$ cat config.mk
export PLATFORM = sky130hd
export DESIGN_NAME = seg_scan_decoder_flat
export DESIGN_NICKNAME = d
export VERILOG_FILES = /design/src/rtl/seg_scan_decoder_if.sv /design/src/rtl/seg_scan_decoder.sv /design/src/flat_wrapper.sv
export SDC_FILE = /design/constraint.sdc
export NUM_CORES = 1
export LEC_CHECK = 0
export CAP_MARGIN = 20
export CORE_MARGIN = 1.5
export CORE_UTILIZATION = 60
export DETAILED_ROUTE_END_ITERATION = 6
export PLACE_DENSITY = 0.81
export REMOVE_ABC_BUFFERS = 1
export SYNTH_ARGS = -nofsm -noshare
export SYNTH_HDL_FRONTEND = slang
export SYNTH_SLANG_ARGS = --single-unit
$ cat constraint.sdc
create_clock -name clk -period 5.35 [get_ports clk]
set_input_delay 1.07 -clock clk [delete_from_list [all_inputs] [get_ports clk]]
set_output_delay 1.07 -clock clk [all_outputs]
set_load 0.1 [all_outputs]
$ cat src/rtl/seg_scan_decoder_if.sv
// seg_scan_decoder_if: display-scan inputs and decoded-frame outputs of seg_scan_decoder
interface seg_scan_decoder_if;
    logic [3:0]  anode_in;
    logic [6:0]  seg_in;
    logic [15:0] value;
    logic        frame_valid;
    logic        err_pattern;
    logic        err_anode;
    modport master (output anode_in, seg_in, input value, frame_valid, err_pattern, err_anode);
    modport slave (input anode_in, seg_in, output value, frame_valid, err_pattern, err_anode);
endinterface

$ cat src/rtl/seg_scan_decoder.sv
// seg_scan_decoder: recovers a 4-digit BCD value from a multiplexed 7-segment scan; sticky error flags built only with SEG_SCAN_ERR_EN
module seg_scan_decoder #(
    parameter int STABLE_CYCLES = 16
) (
    input logic         clk,
    input logic         master_reset,
    seg_scan_decoder_if.slave bus
);
    typedef enum logic [1:0] {WAIT_D0, HAVE_D0, HAVE_D1, HAVE_D2} state_t;
    localparam logic [7:0] LIMIT = 8'(STABLE_CYCLES);
    logic [10:0] sync1, sync2, prev;
    logic [7:0]  count;
    logic        strobe;
    logic [3:0]  anode;
    logic [6:0]  seg;
    logic [1:0]  digit;
    logic        is_digit, is_blank;
    logic [3:0]  bcd;
    logic        bcd_ok;
    logic        bad_anode, bad_pattern;
    logic        store0, store1, store2, complete, abort;
    state_t      state, state_next;
    logic [3:0]  d0, d1, d2;
    logic [15:0] value_q;
    logic        fv_q;
    assign anode = sync2[10:7];
    assign seg = sync2[6:0];
    // two-flop synchronizer plus the previous-sample register used for change detection
    always_ff @(posedge clk or posedge master_reset) begin
        if (master_reset) begin
            sync1 <= 11'h7FF;
            sync2 <= 11'h7FF;
            prev <= 11'h7FF;
        end else begin
            sync1 <= {bus.anode_in, bus.seg_in};
            sync2 <= sync1;
            prev <= sync2;
        end
    end
    // stability counter: restarts on any sample change, saturates at the limit
    always_ff @(posedge clk or posedge master_reset) begin
        if (master_reset)
            count <= '0;
        else
            count <= (sync2 != prev) ? '0 : (count == LIMIT) ? count : count + 8'd1;
    end
    assign strobe = (sync2 == prev) && (count == LIMIT - 8'd1);
    // anode decode: one-hot-low selects a digit, all-high is the blanking gap
    always_comb begin
        digit = 2'd0;
        is_digit = 1'b1;
        case (anode)
            4'b0111: digit = 2'd0;
            4'b1011: digit = 2'd1;
            4'b1101: digit = 2'd2;
            4'b1110: digit = 2'd3;
            default: is_digit = 1'b0;
        endcase
        is_blank = anode == 4'b1111;
    end
    // segment decode of active-low a..g patterns into BCD
    always_comb begin
        bcd = 4'd0;
        bcd_ok = 1'b1;
        case (seg)
            7'h01: bcd = 4'd0;
            7'h4F: bcd = 4'd1;
            7'h12: bcd = 4'd2;
            7'h06: bcd = 4'd3;
            7'h4C: bcd = 4'd4;
            7'h24: bcd = 4'd5;
            7'h20: bcd = 4'd6;
            7'h0F: bcd = 4'd7;
            7'h00: bcd = 4'd8;
            7'h04: bcd = 4'd9;
            default: bcd_ok = 1'b0;
        endcase
    end
    assign bad_anode = strobe && !is_digit && !is_blank;
    assign bad_pattern = strobe && is_digit && !bcd_ok;
    // frame state register
    always_ff @(posedge clk or posedge master_reset) begin
        if (master_reset)
            state <= WAIT_D0;
        else
            state <= state_next;
    end
    // frame sequencing: digit0 always restarts, anything out of order or erroneous aborts
    always_comb begin
        store0 = 1'b0;
        store1 = 1'b0;
        store2 = 1'b0;
        complete = 1'b0;
        abort = 1'b0;
        if (bad_anode || bad_pattern)
            abort = 1'b1;
        else if (strobe && is_digit) begin
            if (digit == 2'd0)
                store0 = 1'b1;
            else if (digit == 2'd1 && state == HAVE_D0)
                store1 = 1'b1;
            else if (digit == 2'd2 && state == HAVE_D1)
                store2 = 1'b1;
            else if (digit == 2'd3 && state == HAVE_D2)
                complete = 1'b1;
            else
                abort = 1'b1;
        end
        state_next = store0 ? HAVE_D0 : store1 ? HAVE_D1 : store2 ? HAVE_D2 :
                     (complete || abort) ? WAIT_D0 : state;
    end
    // partial digits, published value and frame pulse
    always_ff @(posedge clk or posedge master_reset) begin
        if (master_reset) begin
            d0 <= '0;
            d1 <= '0;
            d2 <= '0;
            value_q <= '0;
            fv_q <= 1'b0;
        end else begin
            d0 <= store0 ? bcd : (abort || complete) ? 4'd0 : d0;
            d1 <= store1 ? bcd : (store0 || abort || complete) ? 4'd0 : d1;
            d2 <= store2 ? bcd : (store0 || store1 || abort || complete) ? 4'd0 : d2;
            value_q <= complete ? {bcd, d2, d1, d0} : value_q;
            fv_q <= complete;
        end
    end
    assign bus.value = value_q;
    assign bus.frame_valid = fv_q;
`ifdef SEG_SCAN_ERR_EN
    logic err_pattern_q, err_anode_q;
    // sticky error flags, cleared only by reset
    always_ff @(posedge clk or posedge master_reset) begin
        if (master_reset) begin
            err_pattern_q <= 1'b0;
            err_anode_q <= 1'b0;
        end else begin
            err_pattern_q <= err_pattern_q || bad_pattern;
            err_anode_q <= err_anode_q || bad_anode;
        end
    end
    assign bus.err_pattern = err_pattern_q;
    assign bus.err_anode = err_anode_q;
`else
    assign bus.err_pattern = 1'b0;
    assign bus.err_anode = 1'b0;
`endif
endmodule

$ cat src/flat_wrapper.sv
// flat-port wrapper written by rule: the top's interface ports become plain ports
module seg_scan_decoder_flat 
#(
    parameter int STABLE_CYCLES = 16
)
  (clk, master_reset, bus_anode_in, bus_seg_in, bus_value, bus_frame_valid, bus_err_pattern, bus_err_anode);
  seg_scan_decoder_if bus_i ();
  input logic clk;
  input logic master_reset;
  input wire logic [$bits(bus_i.anode_in)-1:0] bus_anode_in;
  input wire logic [$bits(bus_i.seg_in)-1:0] bus_seg_in;
  output wire logic [$bits(bus_i.value)-1:0] bus_value;
  output wire logic [$bits(bus_i.frame_valid)-1:0] bus_frame_valid;
  output wire logic [$bits(bus_i.err_pattern)-1:0] bus_err_pattern;
  output wire logic [$bits(bus_i.err_anode)-1:0] bus_err_anode;
  assign bus_i.anode_in = bus_anode_in;
  assign bus_i.seg_in = bus_seg_in;
  assign bus_value = bus_i.value;
  assign bus_frame_valid = bus_i.frame_valid;
  assign bus_err_pattern = bus_i.err_pattern;
  assign bus_err_anode = bus_i.err_anode;
  seg_scan_decoder #(.STABLE_CYCLES(STABLE_CYCLES)) u_core (.clk(clk), .master_reset(master_reset), .bus(bus_i));
endmodule
After elaboration in Yosys (flattened, before gate mapping) --
Cells that the tools add are included.
Storage, ports and cells: register bits after elaboration 72, input bits 13, output and inout port bits 19
Operators by class: add/subtract/negate cells 1, equality and inequality tests 25, multiplexer cells 40, reduce and logical (&&, ||, !) cells 26
Operator list (number):
- 4-bit one-hot mux with 9 select lines | 1
- 1-bit two-way mux | 26
- 4-bit two-way mux | 6
- 4-bit equality test, second input constant | 4
- 8-bit two-way mux | 2
- 7-bit by 3-bit equality test with 1-bit output, second input constant | 2
- 7-bit by 6-bit equality test with 1-bit output, second input constant | 2
- 7-bit equality test, second input constant | 2
- 11-bit equality test | 1
- 11-bit != test | 1
- 10-bit OR reduction | 1
- 8-bit by 1-bit adder with 8-bit output, second input constant | 1
- 2-bit equality test, second input constant | 4
- 8-bit by 4-bit equality test with 1-bit output, second input constant | 1
- 8-bit by 5-bit equality test with 1-bit output, second input constant | 1
- 1-bit logical AND | 8
- 2-bit two-way mux | 4
- 7-bit by 1-bit equality test with 1-bit output, second input constant | 1
- 7-bit by 4-bit equality test with 1-bit output, second input constant | 1
- 7-bit by 5-bit equality test with 1-bit output, second input constant | 1
- 7-bit logical NOT | 1
- 1-bit logical OR | 7
- 2-bit one-hot mux with 3 select lines | 1
- 2-bit nonzero test | 3
- 7 further kinds | 10

Longest topological paths before layout --
depth in word-level cells 15, gate-level depth with buffers 8, mapped depth without buffers 7

Least setup slack after synthesis --
Ideal clock, no wire load.
path type flip-flop to flip-flop, start register u_core.sync2[4], end register u_core.d1[0], library setup time 118 ps, arrival 2108 ps, data required time 5232 ps, setup slack 3123 ps, stages on the path, launching flop included 8, buffers on the path 1, clock period less this slack 2227 ps, cell sequence dfstp_2 > buf_2 > xor2_1 > nor4_1 > nand3_1 > or4_1 > o21a_2 > a2bb2o_4
Between the ends: cells in the longest elaborated chain, start to end 10, elaborated cells between the ends (all ways) 33, classes of those cells 10 x eq/ne; 11 x mux; 12 x reduce/logical
RTL lines:
- start: declaration | RTL line seg_scan_decoder.sv:11 | logic [10:0] sync1, sync2, prev;
- start signal: assignment | RTL line seg_scan_decoder.sv:36 | sync2 <= sync1;
- 7-bit by 1-bit equality test with 1-bit output, or another cell as far along | RTL line seg_scan_decoder.sv:65 | case (seg)
- 10-bit OR reduction (no line)
- 1-bit two-way mux | RTL line seg_scan_decoder.sv:65
- 1-bit logical NOT | RTL line seg_scan_decoder.sv:80 | assign bad_pattern = strobe && is_digit && !bcd_ok;
- 1-bit logical AND | RTL line seg_scan_decoder.sv:80
- 1-bit logical OR | RTL line seg_scan_decoder.sv:95 | if (bad_anode || bad_pattern)
- 1-bit two-way mux | RTL line seg_scan_decoder.sv:95
- 1-bit logical OR (2 in series) | RTL line seg_scan_decoder.sv:122 | d1 <= store1 ? bcd : (store0 || abort || complete) ? 4'd0 : d1;
- 2-bit nonzero test (no line)
- end signal: assignment | RTL line seg_scan_decoder.sv:122
- end: declaration | RTL line seg_scan_decoder.sv:23 | logic [3:0] d0, d1, d2;
Parallel ways exist; a longest one is shown, timed or not. A chain may end at the register's enable or synchronous reset.

Final worst setup path --
start register u_core.sync2[4], end register u_core.value_q[3], in the netlist u_core.bus.value[3]
Between the ends: cells in the longest elaborated chain, start to end 7, elaborated cells between the ends (all ways) 22, classes of those cells 10 x eq/ne; 3 x mux; 9 x reduce/logical
RTL lines:
- 7-bit by 1-bit equality test with 1-bit output, or another cell as far along | RTL line seg_scan_decoder.sv:65
- 10-bit OR reduction (no line)
- 1-bit two-way mux | RTL line seg_scan_decoder.sv:65
- 1-bit logical NOT | RTL line seg_scan_decoder.sv:80
- 1-bit logical AND | RTL line seg_scan_decoder.sv:80
- 1-bit logical OR | RTL line seg_scan_decoder.sv:95
- 1-bit two-way mux * | RTL line seg_scan_decoder.sv:95
- end signal: assignment | RTL line seg_scan_decoder.sv:124 | value_q <= complete ? {bcd, d2, d1, d0} : value_q;
- end: declaration | RTL line seg_scan_decoder.sv:24 | logic [15:0] value_q;
Every way passes the cells marked *; elsewhere a longest branch is shown, timed or not.

==> results.py <==
metrics = {
    "placement": {
        "place_inst": 320,
        "gp_congestion": 0.933,
        "dpl.hpwl_um": 3150,
        "placed_cell_area_um2": 3240,
        "io_buffers": 29,
    },
    "setup_path": {
        "worstPathArrival_ns": 3.31,
        "r2r-start": "u_core.sync2[4]$_DFF_PP1_",
        "worstSetupPathType": "register to register",
        "worstReg2RegEnd": "u_core.bus.value[3]$_DFFE_PP0P_",
        "crit_slowest_cell": "nand4bb_1",
        "cp-start-kind": "register",
        "critPathLaunch": "u_core.sync2[4]$_DFF_PP1_",
        "cp_data_required_time_ns": 5.57,
        "worstRegToRegCells": 5,
        "reg2reg_slack_ns": 2.25,
        "critPathMaxFanout": 20,
        "crit_path_end_kind": "register",
        "critPathMaxStageDelay_ns": 0.93,
        "crit_path_cell_trace": "xor2_1, nor4_1, nand3_1, nand4bb_1, mux2_1",
    },
    "logic_synthesis": {
        "ys_seq_area_share_pct": 62.8,
        "yosysWarnings": 0,
        "yosysUniqueCellTypes": 49,
        "synth-main-ff-cell": "dfrtp_1",
        "synth-edff-count": 0,
        "ys_ff_latch": 72,
        "async_reset_ff_share_pct": 100,
        "synth.area.top_cells": "dfrtp_1, dfstp_2, xor2_1, mux2_1, nand2_1",
        "synth_top_area_share_pct": 33.2,
        "postSynthAreaPerCell_um2": 12.6,
        "synth_largest_area_cell": "dfrtp_1",
        "syn_inst": 233,
        "synth_area_um2": 2940,
    },
    "detailed_routing": {
        "via_per_inst": 5.34,
        "via_count": 1795,
        "drt_iter0_markers": 111,
        "drt-met1-wl_um": 2010,
        "wl_met3_um": 188,
        "drc": 0,
        "ant_nets": 0,
        "wl_met2_um": 2200,
        "wl_per_cell_um": 13.4,
        "firstDrtPassIters": 4,
        "routed.top_layer": "met4",
        "wirelength_um": 4500,
    },
    "layout": {
        "drive_above_1_share_pct": 23.0,
        "final_area_um2": 3460,
        "final_nets": 279,
        "antenna_cells": 0,
        "area_delta_synth_final_pct": 17.9,
        "final_cells": 336,
    },
    "clocking": {
        "post-cts-setup-buffer-count": 0,
        "clk_pin_slew_ns": 0.07,
        "cts.repair.resized": 0,
        "cts_buffers": 9,
        "postCtsHoldBufs": 0,
        "htreeDepth": 3,
        "cts_tree": "built",
        "cts_max_path_buffers": 2,
        "clkLatencyLatePin_ns": 0.33,
        "clkSinkCount": 72,
        "root_buffer": "clkbuf_8",
    },
    "sta": {
        "relSlewSlack_pct": 35.6,
        "slew_viol_final": 0,
        "rsz0062_at_grt": "no",
        "finalSetupTns_ns": 0,
        "whs_ns": 0.356,
        "finalHoldViolCount": 0,
        "fin_skew_ns": 0.00878,
        "final-setup-viol-count": 0,
        "post-route-period-util_pct": 57.9,
        "maxClockFrequency_ghz": 0.323,
        "min_period_ns": 3.10,
        "worst_pin_slew_ns": 0.963,
    },
    "pwr": {
        "power_density_nw_per_um2": 309,
        "ir_worst_vdd_mv": 0.215,
        "p_total_mw": 1.07,
        "p_leak_nw": 1.45,
    },
    "die": {
        "core-area_um2": 4720,
        "num_rows": 25,
        "pin_count": 32,
        "die_h_um": 72.9,
        "die_area_um2": 5320,
        "chipWidth_um": 72.9,
        "initial_core_util_pct": 62.1,
    },
    "min_path": {
        "hold_start": "u_core.sync1[0]$_DFF_PP1_",
        "min_to": "u_core.sync2[0]$_DFF_PP1_",
        "hold_path_class": "register to register",
        "hold-path-cell-count": 0,
    },
    "grt": {
        "antenna_found_initial": 0,
        "grt.overflow.total": 0,
        "grt_pass1_vias": 1755,
        "grt_pass1_wl_um": 7850,
        "grt_util_all_layers_pct": 20.1,
        "grt_max_degree": 43,
    },
    "status": {
        "status": "finished clean",
    },
    "run": {
        "maxCapViolations": 0,
    },
}
## per-layer routing
layer	track usage [%]	vias to the layer above
li1	-	867
met1	25.8	867
met2	31.3	50
met3	4.97	11
met4	11.3	0
met5	0	-
## where the power goes
part           internal [mW]  total (mW)  switching (mW)
Combinational         0.0174      0.0434          0.0261
Sequential             0.568       0.581          0.0133
Clock                  0.266       0.443           0.178
Total                  0.851        1.07           0.217
## synthesized netlist by cell type, types with 5 or more instances
cell     count
nand2_1     24
nor2_1      15
dfstp_2     33
mux2_1      10
o21ai_0      7
dfrtp_1     39
xor2_1      14
nor3_1       6
o21ai_1      8
buf_2        5
## how the worst max path moves through the flow
stage                                             to  cells after the start
finish               u_core.bus.value[3]$_DFFE_PP0P_                      5
detailed placement   u_core.bus.value[3]$_DFFE_PP0P_                      5
CTS                  u_core.bus.value[3]$_DFFE_PP0P_                      5
global route        u_core.bus.value[10]$_DFFE_PP0P_                      5
global placement     u_core.bus.value[9]$_DFFE_PP0P_                      5
floorplan           u_core.bus.frame_valid$_DFF_PP0_                      1
## layout make-up
class	instances	area, µm²
fill	325	1260
clock inverter	2	35.0
inverter	4	15.0
sequential	72	1840
tap	67	83.8
multi-input combinational	147	1000
timing repair buffer	30	298
clock buffer	14	183
## through the flow
step	util [%]	worst slack (ns)
finish	73.2	2.25
CTS	73.2	2.17
global route	73.2	1.98
detailed placement	68.6	2.16
floorplan	-	2.51
global placement	68.6	2.29
## placed cells by master, fill, tap and decap left out, drive strengths merged, types with 6 or more instances in the layout
cell           Yosys  final
clkbuf             1     14
clkdlybuf4s50      0     29
dfrtp             39     39
dfstp             33     33
mux2              13     13
nand2             24     24
nor2              15     15
nor3               6      6
o21ai             15     15
xor2              14     14
## critical path, delay by kind of cell, from the launching register on
kind             cells  cell delay [ns]
AND/OR/NAND/NOR      3             1.66
flip-flops           1             0.62
multiplexers         1             0.61
XOR/XNOR             1             0.09
## flip-flops by register name (all words and copies together) (netlist names)
signal	cells
u_core.bus.value	16
u_core.sync2	11
u_core.bus.frame_valid	1
u_core.prev	11
u_core.d2	4
u_core.state	2
u_core.sync1	11
u_core.d0	4
u_core.d1	4
u_core.count	8
## cell families (layout without fill, tap and decap cells)
group                    Yosys count  count (layout)  share of synthesized area [%]
XOR/XNOR                          17              17                           5.07
flip-flops                        72              72                           62.8
buffers and inverters             15              50                           3.20
multiplexers                      13              13                           4.99
adder cells (fa/ha/maj)            2               2                          0.852
AND/OR/NAND/NOR                   79              79                           14.8
other                              1               2                          0.128
AO/OA/AOI/OAI                     34              34                           8.18
(Power assumes the default switching activity.)
